<file path="src/rtl/store_result_monitor_if.sv">
// Store bus between the processor top level and the store result monitor.
//   MemWrite  : store strobe
//   DataAdr   : store address
//   WriteData : store data
// master: the processor side driving the bus; slave: the monitor.
interface store_result_monitor_if;
  logic        MemWrite;
  logic [31:0] DataAdr;
  logic [31:0] WriteData;

  modport master (output MemWrite, output DataAdr, output WriteData);
  modport slave  (input  MemWrite, input  DataAdr, input  WriteData);
endinterface

</file>
<file path="src/rtl/store_result_monitor.sv">
// Store result monitor: counts and latches processor stores, buffers them in
// a small trace FIFO, and decides the run verdict (pass / fail / timeout).
// Ports:
//   clk, reset      : rising-edge clock, synchronous active-high reset
//   bus (slave)     : store bus MemWrite / DataAdr / WriteData
//   done            : verdict reached
//   pass/fail/timeout : one-hot verdict, valid while done
//   store_count     : accepted stores, saturating
//   last_adr/last_data : most recent accepted store
//   trace_valid/trace_ready/trace_adr/trace_data : trace FIFO head and pop
//   trace_overflow  : sticky, a store was dropped on a full FIFO
module store_result_monitor #(
  parameter logic [31:0] PASS_ADR       = 32'd100,
  parameter logic [31:0] PASS_DATA      = 32'd25,
  parameter int unsigned TIMEOUT_CYCLES = 100,
  parameter int unsigned DEPTH          = 4,
  parameter int unsigned CNT_W          = 16
) (
  input  logic                  clk,
  input  logic                  reset,
  store_result_monitor_if.slave bus,
  output logic                  done,
  output logic                  pass,
  output logic                  fail,
  output logic                  timeout,
  output logic [CNT_W-1:0]      store_count,
  output logic [31:0]           last_adr,
  output logic [31:0]           last_data,
  output logic                  trace_valid,
  input  logic                  trace_ready,
  output logic [31:0]           trace_adr,
  output logic [31:0]           trace_data,
  output logic                  trace_overflow
);

  localparam int unsigned AW    = (DEPTH > 1) ? $clog2(DEPTH) : 1;
  localparam int unsigned OCC_W = AW + 1;
  localparam int unsigned CYC_W = (TIMEOUT_CYCLES > 1) ? $clog2(TIMEOUT_CYCLES) : 1;

  typedef enum logic [1:0] {
    S_RUN     = 2'd0,
    S_PASS    = 2'd1,
    S_FAIL    = 2'd2,
    S_TIMEOUT = 2'd3
  } state_t;

  state_t             state;
  logic [CYC_W-1:0]   cyc;
  logic [AW-1:0]      rd_ptr;
  logic [AW-1:0]      wr_ptr;
  logic [OCC_W-1:0]   occ;
  logic [31:0]        mem_adr  [DEPTH];
  logic [31:0]        mem_data [DEPTH];

  logic               accept;
  logic               pop;
  logic               full;
  logic               do_push;
  logic               drop;
  logic               sig_hit;
  logic               expire;
  logic [AW-1:0]      rd_next;
  logic [OCC_W-1:0]   occ_next;
  logic [OCC_W-1:0]   occ_after_pop;
  logic [31:0]        head_adr_next;
  logic [31:0]        head_data_next;

  // Per-cycle decisions: store acceptance, FIFO movement and next head entry.
  always_comb begin
    accept         = 1'b0;
    pop            = 1'b0;
    full           = 1'b0;
    do_push        = 1'b0;
    drop           = 1'b0;
    sig_hit        = 1'b0;
    expire         = 1'b0;
    rd_next        = rd_ptr;
    occ_next       = occ;
    occ_after_pop  = occ;
    head_adr_next  = trace_adr;
    head_data_next = trace_data;

    accept  = (state == S_RUN) && bus.MemWrite;
    pop     = trace_valid && trace_ready;
    full    = (occ == OCC_W'(DEPTH));
    // A full FIFO still takes the push when the head leaves in the same cycle.
    do_push = accept && (!full || pop);
    drop    = accept && full && !pop;
    sig_hit = accept && (bus.DataAdr == PASS_ADR);
    expire  = (cyc == CYC_W'(TIMEOUT_CYCLES - 1));

    rd_next       = pop ? rd_ptr + AW'(1) : rd_ptr;
    occ_after_pop = occ - OCC_W'(pop);
    occ_next      = occ_after_pop + OCC_W'(do_push);

    // The head is registered; when the FIFO is (or becomes) empty before the
    // push lands, the pushed entry itself becomes the new head.
    if (do_push && (occ_after_pop == '0)) begin
      head_adr_next  = bus.DataAdr;
      head_data_next = bus.WriteData;
    end else if (occ_after_pop != '0) begin
      head_adr_next  = mem_adr[rd_next];
      head_data_next = mem_data[rd_next];
    end
  end

  // Trace storage; contents are don't-care until written so no reset needed.
  always_ff @(posedge clk) begin
    if (!reset && do_push) begin
      mem_adr[wr_ptr]  <= bus.DataAdr;
      mem_data[wr_ptr] <= bus.WriteData;
    end
  end

  // Verdict FSM, store bookkeeping and FIFO control.
  always_ff @(posedge clk) begin
    if (reset) begin
      state          <= S_RUN;
      cyc            <= '0;
      done           <= 1'b0;
      pass           <= 1'b0;
      fail           <= 1'b0;
      timeout        <= 1'b0;
      store_count    <= '0;
      last_adr       <= '0;
      last_data      <= '0;
      rd_ptr         <= '0;
      wr_ptr         <= '0;
      occ            <= '0;
      trace_valid    <= 1'b0;
      trace_adr      <= '0;
      trace_data     <= '0;
      trace_overflow <= 1'b0;
    end else begin
      if (accept) begin
        if (store_count != '1) begin
          store_count <= store_count + CNT_W'(1);
        end
        last_adr  <= bus.DataAdr;
        last_data <= bus.WriteData;
      end

      if (do_push) begin
        wr_ptr <= wr_ptr + AW'(1);
      end
      rd_ptr      <= rd_next;
      occ         <= occ_next;
      trace_valid <= (occ_next != '0);
      trace_adr   <= head_adr_next;
      trace_data  <= head_data_next;
      if (drop) begin
        trace_overflow <= 1'b1;
      end

      case (state)
        S_RUN: begin
          // Signature store outranks a simultaneous budget expiry.
          if (sig_hit) begin
            done <= 1'b1;
            if (bus.WriteData == PASS_DATA) begin
              state <= S_PASS;
              pass  <= 1'b1;
            end else begin
              state <= S_FAIL;
              fail  <= 1'b1;
            end
          end else if (expire) begin
            state   <= S_TIMEOUT;
            done    <= 1'b1;
            timeout <= 1'b1;
          end else begin
            cyc <= cyc + CYC_W'(1);
          end
        end
        default: begin
          state <= state;
        end
      endcase
    end
  end

endmodule

</file>
<file path="src/flat_wrapper.sv">
// flat-port wrapper written by rule: the top's interface ports become plain ports
module store_result_monitor_flat 
#(
  parameter logic [31:0] PASS_ADR       = 32'd100,
  parameter logic [31:0] PASS_DATA      = 32'd25,
  parameter int unsigned TIMEOUT_CYCLES = 100,
  parameter int unsigned DEPTH          = 4,
  parameter int unsigned CNT_W          = 16
)
  (clk, reset, done, pass, fail, timeout, store_count, last_adr, last_data, trace_valid, trace_ready, trace_adr, trace_data, trace_overflow, bus_MemWrite, bus_DataAdr, bus_WriteData);
  store_result_monitor_if bus_i ();
  input  logic clk;
  input  logic reset;
  output logic done;
  output logic pass;
  output logic fail;
  output logic timeout;
  output logic [CNT_W-1:0] store_count;
  output logic [31:0] last_adr;
  output logic [31:0] last_data;
  output logic trace_valid;
  input  logic trace_ready;
  output logic [31:0] trace_adr;
  output logic [31:0] trace_data;
  output logic trace_overflow;
  input wire logic [$bits(bus_i.MemWrite)-1:0] bus_MemWrite;
  input wire logic [$bits(bus_i.DataAdr)-1:0] bus_DataAdr;
  input wire logic [$bits(bus_i.WriteData)-1:0] bus_WriteData;
  assign bus_i.MemWrite = bus_MemWrite;
  assign bus_i.DataAdr = bus_DataAdr;
  assign bus_i.WriteData = bus_WriteData;
  store_result_monitor #(.PASS_ADR(PASS_ADR), .PASS_DATA(PASS_DATA), .TIMEOUT_CYCLES(TIMEOUT_CYCLES), .DEPTH(DEPTH), .CNT_W(CNT_W)) u_core (.clk(clk), .reset(reset), .bus(bus_i), .done(done), .pass(pass), .fail(fail), .timeout(timeout), .store_count(store_count), .last_adr(last_adr), .last_data(last_data), .trace_valid(trace_valid), .trace_ready(trace_ready), .trace_adr(trace_adr), .trace_data(trace_data), .trace_overflow(trace_overflow));
endmodule
</file>
<file path="config.mk">
export PLATFORM = sky130hd
export DESIGN_NAME = store_result_monitor_flat
export DESIGN_NICKNAME = d
export VERILOG_FILES = /design/src/rtl/store_result_monitor_if.sv /design/src/rtl/store_result_monitor.sv /design/src/flat_wrapper.sv
export SDC_FILE = /design/constraint.sdc
export NUM_CORES = 1
export LEC_CHECK = 0
export CAP_MARGIN = 10
export CORE_MARGIN = 8
export CORE_UTILIZATION = 25
export CTS_BUF_LIST = sky130_fd_sc_hd__clkbuf_4
export CTS_CLUSTER_SIZE = 16
export DETAILED_ROUTE_END_ITERATION = 12
export PLACE_DENSITY = 0.41
export SYNTH_ARGS = -nofsm -noshare
export SYNTH_HDL_FRONTEND = slang
export SYNTH_SLANG_ARGS = --single-unit
</file>
<file path="constraint.sdc">
create_clock -name clk -period 4.3 [get_ports clk]
set_input_delay 0.86 -clock clk [delete_from_list [all_inputs] [get_ports clk]]
set_output_delay 0.86 -clock clk [all_outputs]
set_load 0.01 [all_outputs]
</file>
# == After elaboration in Yosys (flattened, before gate mapping) ==
# Memories as Yosys holds them, arrays and structs flattened.
# Index checks and enable logic that the tools add are counted.
# Widths: inputs -> output; s select.
# totals
n_memories,2
in_bits,68
regBits,166
mem_bits_rw,256
out_inout_bits,150
# mem_list
memory,words,word_bits,rd,rd_clocked_by_memory_dff,write_ports,line,text
u_core.mem_adr,4,32,1,0,1,store_result_monitor.sv:52,logic [31:0] mem_adr [DEPTH];
u_core.mem_data,4,32,1,0,1,store_result_monitor.sv:53,logic [31:0] mem_data [DEPTH];
# op_classes
n_reduce_logical,24
n_eq_ne,5
mux,12
addsub,6
bitwise_logic,3
# op_table
operator,count
$mux 32,4
$eq 32x5->1 const B,1
$eq 32x7->1 const B,1
$add 16x1->16 const B,1
$ne 16x16->1 const B,1
$reduce_and 3->1,4
$logic_and 1x1->1,8
$mux 2,4
$add 7x1->7 const B,1
$eq 7x7->1 const B,1
$reduce_bool 3->1,2
$add 2x1->2 const B,2
$mux 1,4
$reduce_and 2->1,2
$reduce_bool 2->1,2
$add 3x1->3,1
$eq 3x3->1 const B,1
$logic_not 1->1,3
$logic_not 3->1,1
$not 1->1,3
$sub 3x1->3,1
$logic_not 2->1,1
$logic_or 1x1->1,1

# == Depth between registers and ports, before layout ==
# depth
ltp_word,7
ltp_mapped,11
mapped_depth_nobuf,9

# == Least setup slack after synthesis ==
# No wires, ideal clock.
# synth_path
path_kind,input -> register
from,input port bus_MemWrite
to,"memory u_core.mem_adr[0][0], enable pin"
t_required_ns,3.871
slack_ns,0.433
setup_time_ns,0.429
cell_stages,6
arrival_ns,3.438
path_cell_list,or3b_1 clkbuf_1 a31oi_1 buf_2 buf_2 and3_1
# synth_via
elab_chain_len,5
# synth_rtl
element,line,text
"start, declared",flat_wrapper.sv:26,input wire logic [$bits(bus_i.MemWrite)-1:0] bus_MemWrite;
$logic_and 1x1->1,store_result_monitor.sv:83,accept = (state == S_RUN) && bus.MemWrite;
$logic_and 1x1->1,store_result_monitor.sv:87,do_push = accept && (!full || pop);
$logic_and 1x1->1,store_result_monitor.sv:109,if (!reset && do_push) begin
$mux 1,store_result_monitor.sv:109,
$mux 1 (not written as such),store_result_monitor.sv:110,mem_adr[wr_ptr] <= bus.DataAdr;
"end, declared",store_result_monitor.sv:52,
# Every way passes these cells.

# == Worst setup path in the final report ==
# layout_path
from,register u_core.store_count[4]
to,output port store_count[4]
# layout_lines
element,line,text
"start, declared",store_result_monitor.sv:26,"output logic [CNT_W-1:0] store_count,"
"start signal, assigned",store_result_monitor.sv:137,store_count <= store_count + CNT_W'(1);
"end, declared",flat_wrapper.sv:18,output logic [CNT_W-1:0] store_count;
# No word-level cell between the ends.

==> qor.txt <==
Status -> completed
Worst Setup End Kind -> output pin
Vias -> 10800
Syn_area_per_cell -> 13.5 sq um
# clock sinks -> 422
Internal Power -> 0.00838 W
Gpl congestion -> 0.723
Final worst slack -> 1490 ps
Post-synth top area cell -> edfxtp_1
DIE HEIGHT -> 270 um
Synthesized instance count -> 1194
Worst-path cell chain -> clkdlybuf4s50_1
Crit path DAT -> 1950 ps
Rows -> 93
Die area -> 72900 sq um
Slowest-stage cell, CP -> clkdlybuf4s50_1
Switching power -> 0.00345 W
Switching fraction of total power -> 29.1%
Yosys warnings -> 0
Routed wire length -> 48.7 mm
Post-synth EDFFs -> 256
Layout Skew -> 41.8 ps
Worst relative slew slack -> 41.3%
Vias in the first global route -> 11400
Power per Cell Area -> 556 nW/um^2
Layout cells sized above 1 -> 16.4%
MaxCap Viol Count -> 0
Die width -> 270 um
Largest net degree at the start of global routing -> 67
Syn Nets -> 1271
CTS Buf Count -> 131
Area of the mapped netlist -> 16100 sq um
CP Max Fanout -> 6
Clock latency on the worst-skew pair -> 920 ps
Power share of the combinational group -> 22.9%
Startpoint Class -> flip-flop
GR peak layer -> met2
Sequential power share -> 41.8%
DR iter-0 viols -> 469
Ranking of synthesized cells by area -> edfxtp_1 (48%), dfxtp_1 (21%), mux2i_1 (12%)
Setup WS pre-CTS -> 677 ps
GRT met3 Usage -> 5.28%
Floorplan Core Area -> 64100 sq um
RSZ-0062 raised after global routing -> false
Clock share of power -> 35.4%
CP peak stage delay -> 590 ps
Global routing usage on met2 -> 21.1%
Post-synth cell types -> 45
Final net count -> 1581
Mux cell area share after synthesis -> 12.2%
CP delay by family, top -> buffers and inverters
Compound-cell area share of the yosys netlist -> 8.47%
Post-route ant nets -> 0
Fmax -> 356 MHz
DP Wirelength -> 29.9 mm
Register area share after synthesis -> 68.3%
Worst Max-Slew Pin Slew -> 881 ps
Final Hold Fails -> 0
Clk root buf -> clkbuf_4
Area delta synth->final -> 31.9%
Hold Buf Count CTS -> 0
Adder-Cell Fraction of Synth Area -> 0.698%
Gr ovfl total -> 0
Worst EP required -> 3440 ps
Via density -> 4.38
Num ports -> 218
Final slew viol count -> 0
Top cell type's share of synthesized area -> 47.7%
Port Buf Inserts -> 217
Post-route DRC -> 0
Async set or reset register ratio after synthesis -> 0%
First-pass GRT wire length -> 73.5 mm
Worst hold path type -> in -> reg
Pleak -> 8.20 nW
Setup violators final -> 0
Max VDD drop -> 0.000197 V
WP buf/inv -> 1
Post-Synth XOR/XNOR Area -> 0.923%
Max clock buf depth -> 3
Initial antenna violation count -> 2
Setup Buffers After CTS -> 0
Post-synth top flop -> edfxtp_1
Post-Synth Simple-Gate Area -> 7.33%
Final setup TNS -> 0 ps
Clock-pin slew on the worst setup and hold paths -> 60 ps
Min Clock Period, post-route -> 2810 ps
First-pass DRT Iterations -> 5
Initial Util -> 25.1%
Post-CTS sizing -> 0
GRT Total Usage -> 13.3%
Synthesis-stage register bit count -> 422
Fillers -> 6409
CTS H-tree depth -> 4
Met1 usage -> 16.3%
Crit Path Category -> reg -> out
CTS tree -> done
Fin crit share -> 65.3%
Largest family of logic cells by synthesized area -> multiplexers
Routed len/inst -> 19.7 um
==> routing by layer <==
| layer | share of wire (%) | wire length, um |
|---|---|---|
| met5 | 0.027 | 13 |
| met4 | 1.7 | 822 |
| met3 | 6.8 | 3290 |
| met2 | 47 | 22900 |
| met1 | 44 | 21600 |
==> layout make-up <==
class / count / area (sq um) / area share, %
sequential: 422 / 11000 / 51.8
multi-input combinational: 691 / 4850 / 22.8
timing repair buffer: 249 / 2530 / 11.9
clock buffer: 199 / 1490 / 7.02
tap: 855 / 1070 / 5.03
clock inverter: 37 / 274 / 1.29
inverter: 9 / 33.8 / 0.159
antenna: 2 / 5.00 / 0.0235
==> cells in the mapped netlist, types with 2 or more instances <==
| library cell | number |
|---|---|
| a21oi_1 | 74 |
| ha_1 | 9 |
| o22a_1 | 64 |
| nor3b_1 | 3 |
| buf_4 | 6 |
| and3_1 | 6 |
| or3_1 | 5 |
| inv_1 | 9 |
| nor4b_1 | 4 |
| nor4bb_1 | 2 |
| nor3_1 | 8 |
| nand3_1 | 7 |
| buf_2 | 5 |
| mux2_2 | 2 |
| nand2_1 | 144 |
| xnor2_1 | 14 |
| o31ai_1 | 2 |
| nor4_1 | 17 |
| nor2_1 | 30 |
| a41oi_1 | 2 |
| edfxtp_1 | 256 |
| mux2i_1 | 194 |
| buf_1 | 7 |
| dfxtp_1 | 166 |
| nand4_1 | 8 |
| a31oi_1 | 2 |
| nor2b_1 | 5 |
| xor2_1 | 3 |
| o311ai_0 | 2 |
| or4_1 | 3 |
| clkbuf_1 | 53 |
| o21ai_0 | 69 |
==> worst paths after layout <==
check                                             to  depth (start not counted)             startpoint  slack [ps]
worst min register to register   u_core.last_data[7]                          2    u_core.last_data[7]         450
worst max-delay path                  store_count[4]                          1  u_core.store_count[4]        1490
worst max register to register  u_core.trace_adr[28]                         10     u_core.trace_valid        1660
worst min-delay path             u_core.last_adr[16]                          2                  reset         430
==> state kept, by name (all words and copies together), names as in the netlist, 7 cells and up <==
register	flops
u_core.store_count	16
u_core.mem_data	128
u_core.last_data	32
u_core.trace_data	32
u_core.last_adr	32
u_core.cyc	7
u_core.mem_adr	128
u_core.trace_adr	32
==> layout by cell type (no fill, tap or decap), types with 4 or more instances in the layout <==
cell               n
edfxtp_1         256
clkdlybuf4s50_1  216
clkbuf_4         199
mux2i_1          194
dfxtp_1          166
nand2_1          143
a21oi_1           74
o21ai_0           69
o22a_1            64
nor2_1            30
clkinv_1          23
buf_4             22
nor4_1            17
xnor2_1           14
buf_12            10
inv_1              9
ha_1               9
nand4_1            8
nor3_1             8
nand3_1            7
inv_2              6
nor2b_1            5
bufinv_16          5
and3_4             4
or3_1              4
nor4b_1            4
==> metrics by stage <==
| stage | std cells | hold WS (ps) | total power, W | util (%) | instance area (sq um) |
|---|---|---|---|---|---|
| finish | 2464 | 428 | 0.0118 | 33.2 | 21300 |
| global route | 2464 | 339 | 0.0126 | 33.2 | 21300 |
| CTS | 2461 | 278 | 0.0121 | 33.2 | 21300 |
| detailed placement | 2225 | 445 | 0.00781 | 30.4 | 19500 |
| global placement | 2225 | 437 | 0.00779 | 30.4 | 19500 |
| floorplan | 1194 | 447 | 0.00642 | - | 16100 |
==> power by group through the flow <==
stage                     sequential (W)  clock (W)  combinational, W
after floorplan                  0.00509          0           0.00133
after global placement           0.00503          0           0.00276
after detailed placement         0.00504          0           0.00278
after CTS                        0.00495    0.00440           0.00278
after global routing             0.00498    0.00463           0.00297
final                            0.00494    0.00418           0.00271
==> logic make-up after synthesis <==
group                    Yosys count
adder cells (fa/ha/maj)            9
XOR/XNOR                          17
multiplexers                     196
AND/OR/NAND/NOR                  251
AO/OA/AOI/OAI                    218
flip-flops                       422
buffers and inverters             81
Power figures use the tool's default switching activity.
